### config.mk
export PLATFORM = sky130hd
export DESIGN_NAME = pci_initiator_ctrl
export DESIGN_NICKNAME = d
export VERILOG_FILES = /design/src/rtl/pci_initiator_ctrl.sv
export SDC_FILE = /design/constraint.sdc
export NUM_CORES = 1
export LEC_CHECK = 0
export ABC_AREA = 1
export BUFFER_PORTS_ARGS = -buffer_cell sky130_fd_sc_hd__clkbuf_2
export CAP_MARGIN = 20
export CORE_MARGIN = 5
export CORE_UTILIZATION = 53
export CTS_CLUSTER_DIAMETER = 50
export DETAILED_ROUTE_END_ITERATION = 10
export PLACE_DENSITY_LB_ADDON = 0.25
export SKIP_LAST_GASP = 1
export SYNTH_ARGS = -nofsm -noshare
export SYNTH_HDL_FRONTEND = slang
export SYNTH_SLANG_ARGS = --single-unit
### constraint.sdc
create_clock -name clk -period 2.15 [get_ports clk]
set_clock_uncertainty 0.05 [all_clocks]
set_input_delay 0.1075 -clock clk [delete_from_list [all_inputs] [get_ports clk]]
set_output_delay 0.1075 -clock clk [all_outputs]
set_load 0.05 [all_outputs]
### src/rtl/pci_initiator_ctrl.sv
// pci_initiator_ctrl
// Bus-master sequencer for one PCI device. It requests the bus from the
// central arbiter and waits for a grant on an idle bus. It then runs one
// address phase and a burst of 1..2**CNT_W-1 data phases, read or write,
// and releases the bus. If no target claims the transaction via DEVSEL#
// within DEVSEL_TO data cycles, it performs a master abort.
//
// Ports
//   clk, rst            clock, synchronous active-high reset
//   start/cmd/addr/count  local request; count==0 requests are dropped
//   wr_data, wr_pop     write word for the current phase / accepted pulse
//   rd_data, rd_valid   captured read word / valid pulse
//   busy, done, abort   transaction status
//   req_n, gnt_n        arbiter handshake
//   frame_in_n, irdy_in_n  observed bus FRAME#/IRDY# (bus-idle detect)
//   trdy_n, devsel_n    target responses
//   frame_n, irdy_n, ad_out, ad_oe, cbe_n  master drive values
//   ad_in               sampled AD bus
//   fsm_state           current state encoding, for debug/checkers
//
// Local handshake
//   start is a single-cycle request. It is accepted only in IDLE with
//   count!=0, and busy rises on the following cycle. wr_data must be held
//   stable until the cycle in which wr_pop is high. wr_pop and rd_valid are
//   one-cycle pulses, one per completed data phase. There is no
//   back-pressure on the local side.
module pci_initiator_ctrl #(
  parameter int DATA_W    = 32,
  parameter int CNT_W     = 4,
  parameter int DEVSEL_TO = 5
) (
  input  logic              clk,
  input  logic              rst,
  input  logic              start,
  input  logic [3:0]        cmd,
  input  logic [DATA_W-1:0] addr,
  input  logic [CNT_W-1:0]  count,
  input  logic [DATA_W-1:0] wr_data,
  output logic              wr_pop,
  output logic [DATA_W-1:0] rd_data,
  output logic              rd_valid,
  output logic              busy,
  output logic              done,
  output logic              abort,
  output logic              req_n,
  input  logic              gnt_n,
  input  logic              frame_in_n,
  input  logic              irdy_in_n,
  input  logic              trdy_n,
  input  logic              devsel_n,
  output logic              frame_n,
  output logic              irdy_n,
  output logic [DATA_W-1:0] ad_out,
  input  logic [DATA_W-1:0] ad_in,
  output logic              ad_oe,
  output logic [3:0]        cbe_n,
  output logic [2:0]        fsm_state
);

  typedef enum logic [2:0] {
    ST_IDLE = 3'd0,
    ST_REQ  = 3'd1,
    ST_ADDR = 3'd2,
    ST_DATA = 3'd3,
    ST_TURN = 3'd4
  } state_t;

  localparam int TMR_W = $clog2(DEVSEL_TO + 1);

  state_t             state_q, state_d;
  logic [3:0]         cmd_q, cmd_d;
  logic [DATA_W-1:0]  addr_q, addr_d;
  logic [CNT_W-1:0]   rem_q, rem_d;
  logic [TMR_W-1:0]   tmr_q, tmr_d;
  logic               seen_q, seen_d;

  logic               req_n_d, frame_n_d, irdy_n_d, ad_oe_d;
  logic               wr_pop_d, rd_valid_d, busy_d, done_d, abort_d;
  logic [DATA_W-1:0]  ad_out_d, rd_data_d;
  logic [3:0]         cbe_n_d;

  logic               is_write;
  logic               phase_done;
  logic               devsel_expired;

  assign is_write   = cmd_q[0];
  // irdy_n is our own registered drive, so it is low in every DATA cycle.
  assign phase_done = !irdy_n && !trdy_n && !devsel_n;
  // The timer only advances until DEVSEL# has been seen once; after that a
  // target has claimed the cycle and the timer stays frozen.
  assign devsel_expired = !seen_q && devsel_n &&
                          (tmr_q == TMR_W'(DEVSEL_TO - 1));

  assign fsm_state = state_q;

  always_comb begin
    state_d    = state_q;
    cmd_d      = cmd_q;
    addr_d     = addr_q;
    rem_d      = rem_q;
    tmr_d      = tmr_q;
    seen_d     = seen_q;
    req_n_d    = req_n;
    frame_n_d  = frame_n;
    irdy_n_d   = irdy_n;
    ad_oe_d    = ad_oe;
    ad_out_d   = ad_out;
    cbe_n_d    = cbe_n;
    rd_data_d  = rd_data;
    busy_d     = busy;
    wr_pop_d   = 1'b0;
    rd_valid_d = 1'b0;
    done_d     = 1'b0;
    abort_d    = 1'b0;

    case (state_q)
      ST_IDLE: begin
        if (start && (count != '0)) begin
          state_d = ST_REQ;
          cmd_d   = cmd;
          addr_d  = addr;
          rem_d   = count;
          req_n_d = 1'b0;
          busy_d  = 1'b1;
        end
      end

      ST_REQ: begin
        // Granted and the bus is idle (no FRAME#, no IRDY#).
        if (!gnt_n && frame_in_n && irdy_in_n) begin
          state_d   = ST_ADDR;
          req_n_d   = 1'b1;
          frame_n_d = 1'b0;
          ad_oe_d   = 1'b1;
          ad_out_d  = addr_q;
          cbe_n_d   = cmd_q;
        end
      end

      ST_ADDR: begin
        state_d   = ST_DATA;
        irdy_n_d  = 1'b0;
        cbe_n_d   = 4'h0;
        // A single-phase burst drops FRAME# as IRDY# asserts.
        frame_n_d = (rem_q == CNT_W'(1));
        ad_oe_d   = is_write;
        if (is_write) ad_out_d = wr_data;
        tmr_d     = '0;
        seen_d    = 1'b0;
      end

      ST_DATA: begin
        if (!devsel_n) seen_d = 1'b1;
        if (is_write) ad_out_d = wr_data;
        if (phase_done) begin
          rem_d = rem_q - CNT_W'(1);
          if (is_write) begin
            wr_pop_d = 1'b1;
          end else begin
            rd_data_d  = ad_in;
            rd_valid_d = 1'b1;
          end
          if (rem_q == CNT_W'(1)) begin
            state_d   = ST_TURN;
            frame_n_d = 1'b1;
            irdy_n_d  = 1'b1;
            ad_oe_d   = 1'b0;
            cbe_n_d   = 4'hF;
            done_d    = 1'b1;
          end else begin
            // Next phase is the last one when two remain now.
            frame_n_d = (rem_q == CNT_W'(2));
          end
        end else if (devsel_expired) begin
          state_d   = ST_TURN;
          frame_n_d = 1'b1;
          irdy_n_d  = 1'b1;
          ad_oe_d   = 1'b0;
          cbe_n_d   = 4'hF;
          done_d    = 1'b1;
          abort_d   = 1'b1;
        end else if (!seen_q && devsel_n) begin
          tmr_d = tmr_q + TMR_W'(1);
        end
      end

      ST_TURN: begin
        state_d = ST_IDLE;
        busy_d  = 1'b0;
      end

      default: begin
        state_d   = ST_IDLE;
        req_n_d   = 1'b1;
        frame_n_d = 1'b1;
        irdy_n_d  = 1'b1;
        ad_oe_d   = 1'b0;
        cbe_n_d   = 4'hF;
        busy_d    = 1'b0;
      end
    endcase
  end

  always_ff @(posedge clk) begin
    if (rst) begin
      state_q  <= ST_IDLE;
      cmd_q    <= '0;
      addr_q   <= '0;
      rem_q    <= '0;
      tmr_q    <= '0;
      seen_q   <= 1'b0;
      req_n    <= 1'b1;
      frame_n  <= 1'b1;
      irdy_n   <= 1'b1;
      ad_oe    <= 1'b0;
      ad_out   <= '0;
      cbe_n    <= 4'hF;
      rd_data  <= '0;
      wr_pop   <= 1'b0;
      rd_valid <= 1'b0;
      busy     <= 1'b0;
      done     <= 1'b0;
      abort    <= 1'b0;
    end else begin
      state_q  <= state_d;
      cmd_q    <= cmd_d;
      addr_q   <= addr_d;
      rem_q    <= rem_d;
      tmr_q    <= tmr_d;
      seen_q   <= seen_d;
      req_n    <= req_n_d;
      frame_n  <= frame_n_d;
      irdy_n   <= irdy_n_d;
      ad_oe    <= ad_oe_d;
      ad_out   <= ad_out_d;
      cbe_n    <= cbe_n_d;
      rd_data  <= rd_data_d;
      wr_pop   <= wr_pop_d;
      rd_valid <= rd_valid_d;
      busy     <= busy_d;
      done     <= done_d;
      abort    <= abort_d;
    end
  end

endmodule
# Yosys cells after proc, flatten, opt, wreduce, memory -nomap -nowiden
# Index checks and enable logic that the tools add are counted.
[op_classes]
addsub = 2
n_eq_ne = 17
muxes = 45
n_bitwise = 7
n_reduce_logical = 37
[ops]
columns = ["cell", "n"]
rows = [
  ["32-bit 2-to-1 mux", 2],
  ["32-bit case mux with 2 select lines", 1],
  ["3-bit 2-to-1 mux", 8],
  ["4-bit 2-to-1 mux", 6],
  ["1-bit 2-to-1 mux", 18],
  ["3-bit AND reduction", 6],
  ["4-bit case mux with 4 select lines", 1],
  ["3-bit OR reduction", 5],
  ["2-bit != test (second input constant)", 7],
  ["3-bit case mux with 4 select lines", 1],
  ["4-bit AND reduction", 3],
  ["1-bit case mux with 4 select lines", 2],
  ["4-bit case mux with 2 select lines", 1],
  ["1-bit logical AND", 7],
  ["1-bit inverter", 7],
  ["3-bit by 2-bit equality test with 1-bit output (second input constant)", 2],
  ["3-bit equality test (second input constant)", 2],
  ["3-bit != test (second input constant)", 2],
  ["1-bit case mux with 3 select lines", 2],
  ["3-bit case mux with 2 select lines", 1],
  ["2-bit AND reduction", 3],
  ["2-bit nonzero test", 3],
  ["2-bit OR reduction", 3],
  ["1-bit logical NOT", 5],
  ["other kinds (9)", 10],
]
[totals]
regBits = 124
input_bits = 112
out_inout_bits = 80
elab_cells = 126

# Logic depth before layout (Yosys ltp)
# Gate-level depths: netlist of the first run.
[logic_depth]
ltp_word = 6
ltp_mapped = 10
mapped_depth_nobuf = 9

# Worst setup path before layout of the first run
# OpenSTA, ideal clock, no wires.
[synth_path]
path_kind = "register to register"
startpoint = "register state_q[0], in the netlist fsm_state[0]"
endpoint = "register rd_data[10]"
setup_time_ps = 116
t_arrival_ps = 1666
path_slack_ps = 317
path_stages_with_launch = 9
n_path_buf = 1
synth_period_minus_slack_ps = 1833
cell_sequence = "dfxtp_1 nand2_2 nor2_4 nand2_2 nor2_4 inv_2 buf_2 nor2_1 nor2_1"
[synth_via]
elab_chain_cells = 2
[synth_rtl]
columns = ["item", "line", "text"]
rows = [
  ["start, declared", "70", "state_t state_q, state_d;"],
  ["start signal, assigned", "225", "state_q <= state_d;"],
  ["3-bit by 2-bit equality test with 1-bit output", "116", "case (state_q)"],
  ["3-bit AND reduction (no source line)", "--", ""],
  ["end signal, assigned", "237", "rd_data <= rd_data_d;"],
  ["end, declared", "40", "output logic [DATA_W-1:0] rd_data,"],
]
# Every way passes these cells.
# A chain may end at the register's enable or synchronous reset.

# Worst setup path after layout of the first run
[layout_path]
startpoint = "register state_q[2], in the netlist fsm_state[2]"
endpoint = "register ad_out[26]"
[layout_via]
elab_chain_cells = 4
elab_cells_between_ends = 9
[layout_rtl]
columns = ["item", "line", "text"]
rows = [
  ["3-bit by 2-bit equality test with 1-bit output", "116", ""],
  ["2-bit OR reduction (no source line)", "--", ""],
  ["2-bit by 1-bit != test with 1-bit output (no source line) or 2-bit nonzero test (tied branches)", "--", ""],
  ["3-bit AND reduction (no source line)", "--", ""],
  ["end signal, assigned", "235", "ad_out <= ad_out_d;"],
  ["end, declared", "53", "output logic [DATA_W-1:0] ad_out,"],
]
# Parallel ways exist; a longest one is shown, timed or not.

==> results of run 1 <==
==> where the power goes <==
part / internal [uW] / switching, uW / leakage (uW)
combinational: 568 / 1110 / 0.00290
clock: 1780 / 1000 / 0.000283
sequential: 2510 / 126 / 0.00101
==> synth_stat cells, types with 4 or more instances <==
| cell | n |
|---|---|
| a21oi_1 | 10 |
| nand2_1 | 212 |
| buf_2 | 20 |
| nor2_1 | 221 |
| nand3_1 | 27 |
| dfxtp_1 | 124 |
| inv_2 | 8 |
| clkbuf_1 | 16 |
| ha_1 | 5 |
| o21ai_0 | 71 |
| o21ai_1 | 8 |
| nor2_4 | 4 |
| inv_1 | 52 |
==> layout by cell type, fill, tap and decap left out, types with 2 or more instances in the layout <==
cell,n
dfxtp_1,124
nor2_4,4
dlygate4sd3_1,108
clkbuf_16,16
clkbuf_2,191
o21ai_0,71
clkinv_2,5
clkbuf_8,2
o21ai_1,8
nand3_1,27
nand4_1,2
nand2_2,3
nor2_1,221
buf_12,3
clkinvlp_4,2
inv_2,9
a21oi_1,10
nand2_1,212
bufinv_16,3
clkinv_4,2
inv_1,51
buf_4,6
ha_1,5
==> repair_timing <==
item / in CTS / in global routing
hold buffers: 108 / 0
resized for setup: 0 / 0
hold endpoints to repair: 116 / 0
==> logic make-up (layout without fill, tap and decap cells) <==
| kind of cell | after synthesis | after routing | share of synthesized area |
|---|---|---|---|
| other cells | 0 | 1 | 0 |
| compound gates | 90 | 90 | 0.08574 |
| fa+ha+maj | 5 | 5 | 0.01181 |
| xor+xnor | 1 | 1 | 0.001654 |
| simple gates | 475 | 475 | 0.3573 |
| buf+inv | 98 | 399 | 0.07487 |
| flops | 124 | 124 | 0.4686 |
==> metal layers <==
metal,up-vias,wire (um),part of all wire
met4,0,582,0.034
met1,2705,6818,0.39
met3,53,1500,0.087
met5,-,0,0
met2,255,8399,0.49
li1,3026,-,-
==> flip-flops by register name, summed over array words and instances (netlist names), 3 cells and up <==
signal	cells
tmr_q	3
ad_out	32
rem_q	4
fsm_state	3
addr_q	32
rd_data	32
cbe_n	4
cmd_q	4
==> final cells by class <==
| cell class | instances | share of cell area |
|---|---|---|
| inverters | 60 | 0.02809 |
| clock inverters | 12 | 0.01842 |
| well taps | 133 | 0.02076 |
| multi-input cells | 571 | 0.3017 |
| flip-flops and latches | 124 | 0.3097 |
| diodes | 1 | 0.0003122 |
| repair buffers | 308 | 0.2672 |
| clock buffers | 19 | 0.05385 |
==> metrics by stage <==
step	util	instance area [um^2]	total power, uW	setup WS, ns
after floorplan	-	5298	3745	0.3174
after global placement	0.6500	6354	4138	0.4103
after detailed placement	0.6500	6354	4158	0.3497
after CTS	0.8199	8014	7086	0.3249
after global routing	0.8199	8014	7430	0.09710
final	0.8201	8016	7092	0.2954
==> final timing paths <==
path                             startpoint  cells after the start                 endpoint
setup reg to reg  fsm_state[2]$_SDFFE_PP0P_                      9  ad_out[26]$_SDFFE_PP0P_
setup / recovery  fsm_state[2]$_SDFFE_PP0P_                      9  ad_out[26]$_SDFFE_PP0P_
hold / removal                    irdy_in_n                      5       req_n$_SDFFE_PP1P_
hold reg to reg       cbe_n[2]$_SDFFE_PP1P_                      2    cbe_n[2]$_SDFFE_PP1P_
==> worst max-delay path, cell delays in order (launching register included) <==
cell,delay [ns]
dfxtp_1,0.43
inv_2,0.11
nand2_2,0.14
nor2_4,0.06
nand2_2,0.13
nand4_4,0.32
buf_12,0.29
nand2_1,0.06
nand2_1,0.04
nor2_1,0.13
==> results_dict.tcl, run 1 <==
set metrics [dict create \
    synth.net_count 910 \
    grt-ovfl-total 0 \
    startpoint_type "register" \
    drc 0 \
    use_met2 0.4918 \
    ys_ff_latch 124 \
    status "complete, no violations" \
    setup_viol 0 \
    antenna_found_initial 0 \
    hold_class "in -> reg" \
    grt_busiest_layer "met2" \
    finalCriticalPeriod_ns 1.855 \
    port_buffers 191 \
    tns_ns 0 \
    cts.clk_slew.worst_paths_ns 0.06 \
    grt_util_met1 0.3261 \
    synth_edf_count 0 \
    wl_per_cell_um 14.09 \
    drt-initial-drc-count 375 \
    cts_tree "built" \
    core_region_area_um2 9774 \
    critPathMaxFanout 24 \
    p_leak_uw 0.004192 \
    synth_top_area_share 0.4686 \
    max_clock_freq_ghz 0.5392 \
    ff_latch_area_um2 2482 \
    via_per_inst 4.918 \
    placedCellCount 1088 \
    avgSynthCellArea_um2 6.680 \
    netlist_instances 793 \
    antenna_left 0 \
    grt_max_degree 108 \
    syn_area_um2 5298 \
    max_cap_violations 0 \
    peakVddDrop_v 0.0005868 \
    timing.final.crit_share 0.8626 \
    power_density_nw_per_um2 884.6 \
    num-nets-final 1199 \
    num_rows 36 \
    start_util 0.5420 \
    multi_input_area_um2 2419 \
    htreeDepth 4 \
    yosys_warnings 0 \
    vias 6039 \
    grt_use_met3 0.08794 \
    worstPathRequired_ns 2.53 \
    tightest_slew_ns 0.6493 \
    hold_viol 0 \
    yosys_most_used_dff "dfxtp_1" \
    syn2layout_area_growth_pct 51.32 \
    rrSetupSlack_ns 0.30 \
    ios 192 \
    die_area_um2 12090 \
    synth_largest_area_cell "dfxtp_1" \
    yosysSeqAreaShare 0.4686 \
    root_buffer "clkbuf_8" \
    ys_top_cells_by_area "dfxtp_1 (47%), nor2_1 (16%), nand2_1 (15%)" \
    post_cts.repair.setup_buffers 0 \
    grt_pass1_vias 5997 \
    nFillCells 684 \
    ctsLongestPathBuffers 2 \
    gp_congestion 0.8072 \
    slew_headroom 0.5665 \
    wl_um 17300 \
    whs_ns 0.08747 \
    synthArstFlopShare 0 \
    grt_first_pass_wirelength_um 27520 \
    drt_pass1_iterations 5 \
    cts_sinks 124 \
    clk_latency_ns 0.50 \
    rsz0062_at_grt "no" \
    synth.distinct_cells 25 \
    layoutNonFillerInstCount 1228 \
    criticalPathCategory "reg -> reg" \
    hpwl_um 9697 \
    slew_viol_final 0 \
    cp.arrival_ns 2.23 \
    track_usage 0.2892 \
    end_kind "register" \
    drive_gt1_frac 0.2294 \
    cts_inserted_buffers 17 \
    die_h_um 110.0 \
    die_x_um 110.0 \
]
(Power assumes the default switching activity.)
==> run 2: changes to the inputs <==
Settings changed: CELL_PAD_IN_SITES_DETAIL_PLACEMENT set to 0, CELL_PAD_IN_SITES_GLOBAL_PLACEMENT set to 2, CORE_UTILIZATION 53 to 27.
==> run 2 against run 1 <==
Against the previous run:
- critical path depth fell by 1
- global-route usage fell by 13 points
- register-to-register slack improved by 0.03 ns
==> results_dict.tcl, run 2 (synthesis results as in run 1) <==
set metrics [dict create \
    p_leak_uw 0.004227 \
    cts_resized 0 \
    finalCriticalPeriod_ns 1.827 \
    clk_latency_ns 0.41 \
    timing.final.crit_share 0.8496 \
    cp.arrival_ns 2.08 \
    setup_viol 0 \
    critPathMaxFanout 19 \
    drive_gt1_frac 0.2322 \
    multi_input_area_um2 2419 \
    core_region_area_um2 19400 \
    ctsLongestPathBuffers 2 \
    syn2layout_area_growth_pct 55.13 \
    ios 192 \
    hold_viol 0 \
    mostFrequentLayoutCells "nor2_1 (221), nand2_1 (212), clkbuf_2 (191), dfxtp_1 (124), dlygate4sd3_1 (106)" \
    htreeDepth 4 \
    cts.clk_slew.worst_paths_ns 0.06 \
    layoutNonFillerInstCount 1363 \
    die_h_um 150.1 \
    status "complete, no violations" \
    nFillCells 2131 \
    num-nets-final 1203 \
    via_per_inst 4.114 \
    cts_tree "built" \
    tns_ns 0 \
    ff_latch_area_um2 2482 \
    hpwl_um 11700 \
    cts_sinks 124 \
    drc 0 \
    hold_class "in -> reg" \
    peakVddDrop_v 0.0005245 \
    rsz0062_at_grt "no" \
    path_cells "inv_2, nand2_2, nor2_4, nand2_2, nand4_4, buf_4, nor2_1, nor2_1" \
    slew_headroom 0.6204 \
    startpoint_type "register" \
    max_clock_freq_ghz 0.5474 \
    placedCellCount 1226 \
    antenna_found_initial 0 \
    cts_inserted_buffers 17 \
    wl_per_cell_um 12.70 \
    min_from "count[1]" \
    power_density_nw_per_um2 877.9 \
    crit_slowest_cell "dfxtp_1" \
    crit_family "simple AND/OR/NAND/NOR gates" \
    start_util 0.2731 \
    antenna_left 0 \
    grt_pass1_vias 5777 \
    max_cap_violations 0 \
    cp-startpoint "fsm_state[2]$_SDFFE_PP0P_" \
    gp_congestion 0.7441 \
    grt_max_degree 94 \
    root_buffer "clkbuf_16" \
    drt_pass1_iterations 4 \
    tightest_slew_ns 0.5686 \
    track_usage 0.1583 \
    wl_um 17310 \
    worstPathRequired_ns 2.41 \
    final_common_cell "nor2_1" \
    end_kind "register" \
    die_x_um 150.1 \
    reg2reg_from "fsm_state[2]$_SDFFE_PP0P_" \
    post_cts.repair.setup_buffers 0 \
    die_area_um2 22520 \
    num_rows 51 \
    slew_viol_final 0 \
    grt-ovfl-total 0 \
    crit_path_max_incr_delay_ns 0.43 \
    port_buffers 191 \
    largestRegisters "ad_out: 32 flops, addr_q: 32 flops, rd_data: 32 flops" \
    vias 5607 \
    drt-initial-drc-count 140 \
    antenna_cells 0 \
    path_buf_inv 2 \
    criticalPathCategory "reg -> reg" \
    postCtsHoldBufs 106 \
    grt_first_pass_wirelength_um 28250 \
]
run 2: cell type report:
class | instances | area share
clock inverters | 8 | 0.01401
well taps | 265 | 0.04035
flip-flops and latches | 124 | 0.3021
clock buffers | 23 | 0.05816
repair buffers | 312 | 0.2637
inverters | 60 | 0.02741
multi-input cells | 571 | 0.2943
run 2: metal layers:
metal  vias up  wire [um]  GRT usage
li1       3027          -          -
met1      2396       8153     0.1950
met2       163       7676     0.2609
met3        21       1137    0.04785
met4         0        342    0.05855
met5         -          0          0
run 2: worst register-to-register path: cells and delay by family, from the launching register on:
kind	cells	cell delay (ns)
AND/OR/NAND/NOR	6	0.83
flip-flops	1	0.43
buffers and inverters	2	0.42
run 2: final timing paths:
kind | endpoint | cells past startpoint | slack, ns
worst max register to register | ad_out[18]$_SDFFE_PP0P_ | 8 | 0.32
worst max-delay path | ad_out[18]$_SDFFE_PP0P_ | 8 | 0.32
worst min-delay path | rem_q[1]$_SDFFE_PP0P_ | 5 | 0.03
worst min register to register | cbe_n[1]$_SDFFE_PP1P_ | 2 | 0.41
run 2: report_power, final:
part           switching, uW  internal, uW
Clock                   1020          1900
Combinational           1090           575
Sequential               122          2510
Total                   2230          4980
run 2: per-stage QoR:
| step | hold slack [ns] | area (um^2) | setup slack, ns | util | total power (uW) |
|---|---|---|---|---|---|
| floorplan | 0.1266 | 5298 | 0.3174 | - | 3745 |
| global placement | 0.2802 | 6564 | 0.3323 | 0.3384 | 4225 |
| global route | 0.06286 | 8218 | 0.1180 | 0.4236 | 7679 |
| finish | 0.02856 | 8218 | 0.3233 | 0.4236 | 7215 |
| CTS | 0.003946 | 8218 | 0.2811 | 0.4236 | 7337 |
| detailed placement | 0.2848 | 6564 | 0.2909 | 0.3384 | 4220 |
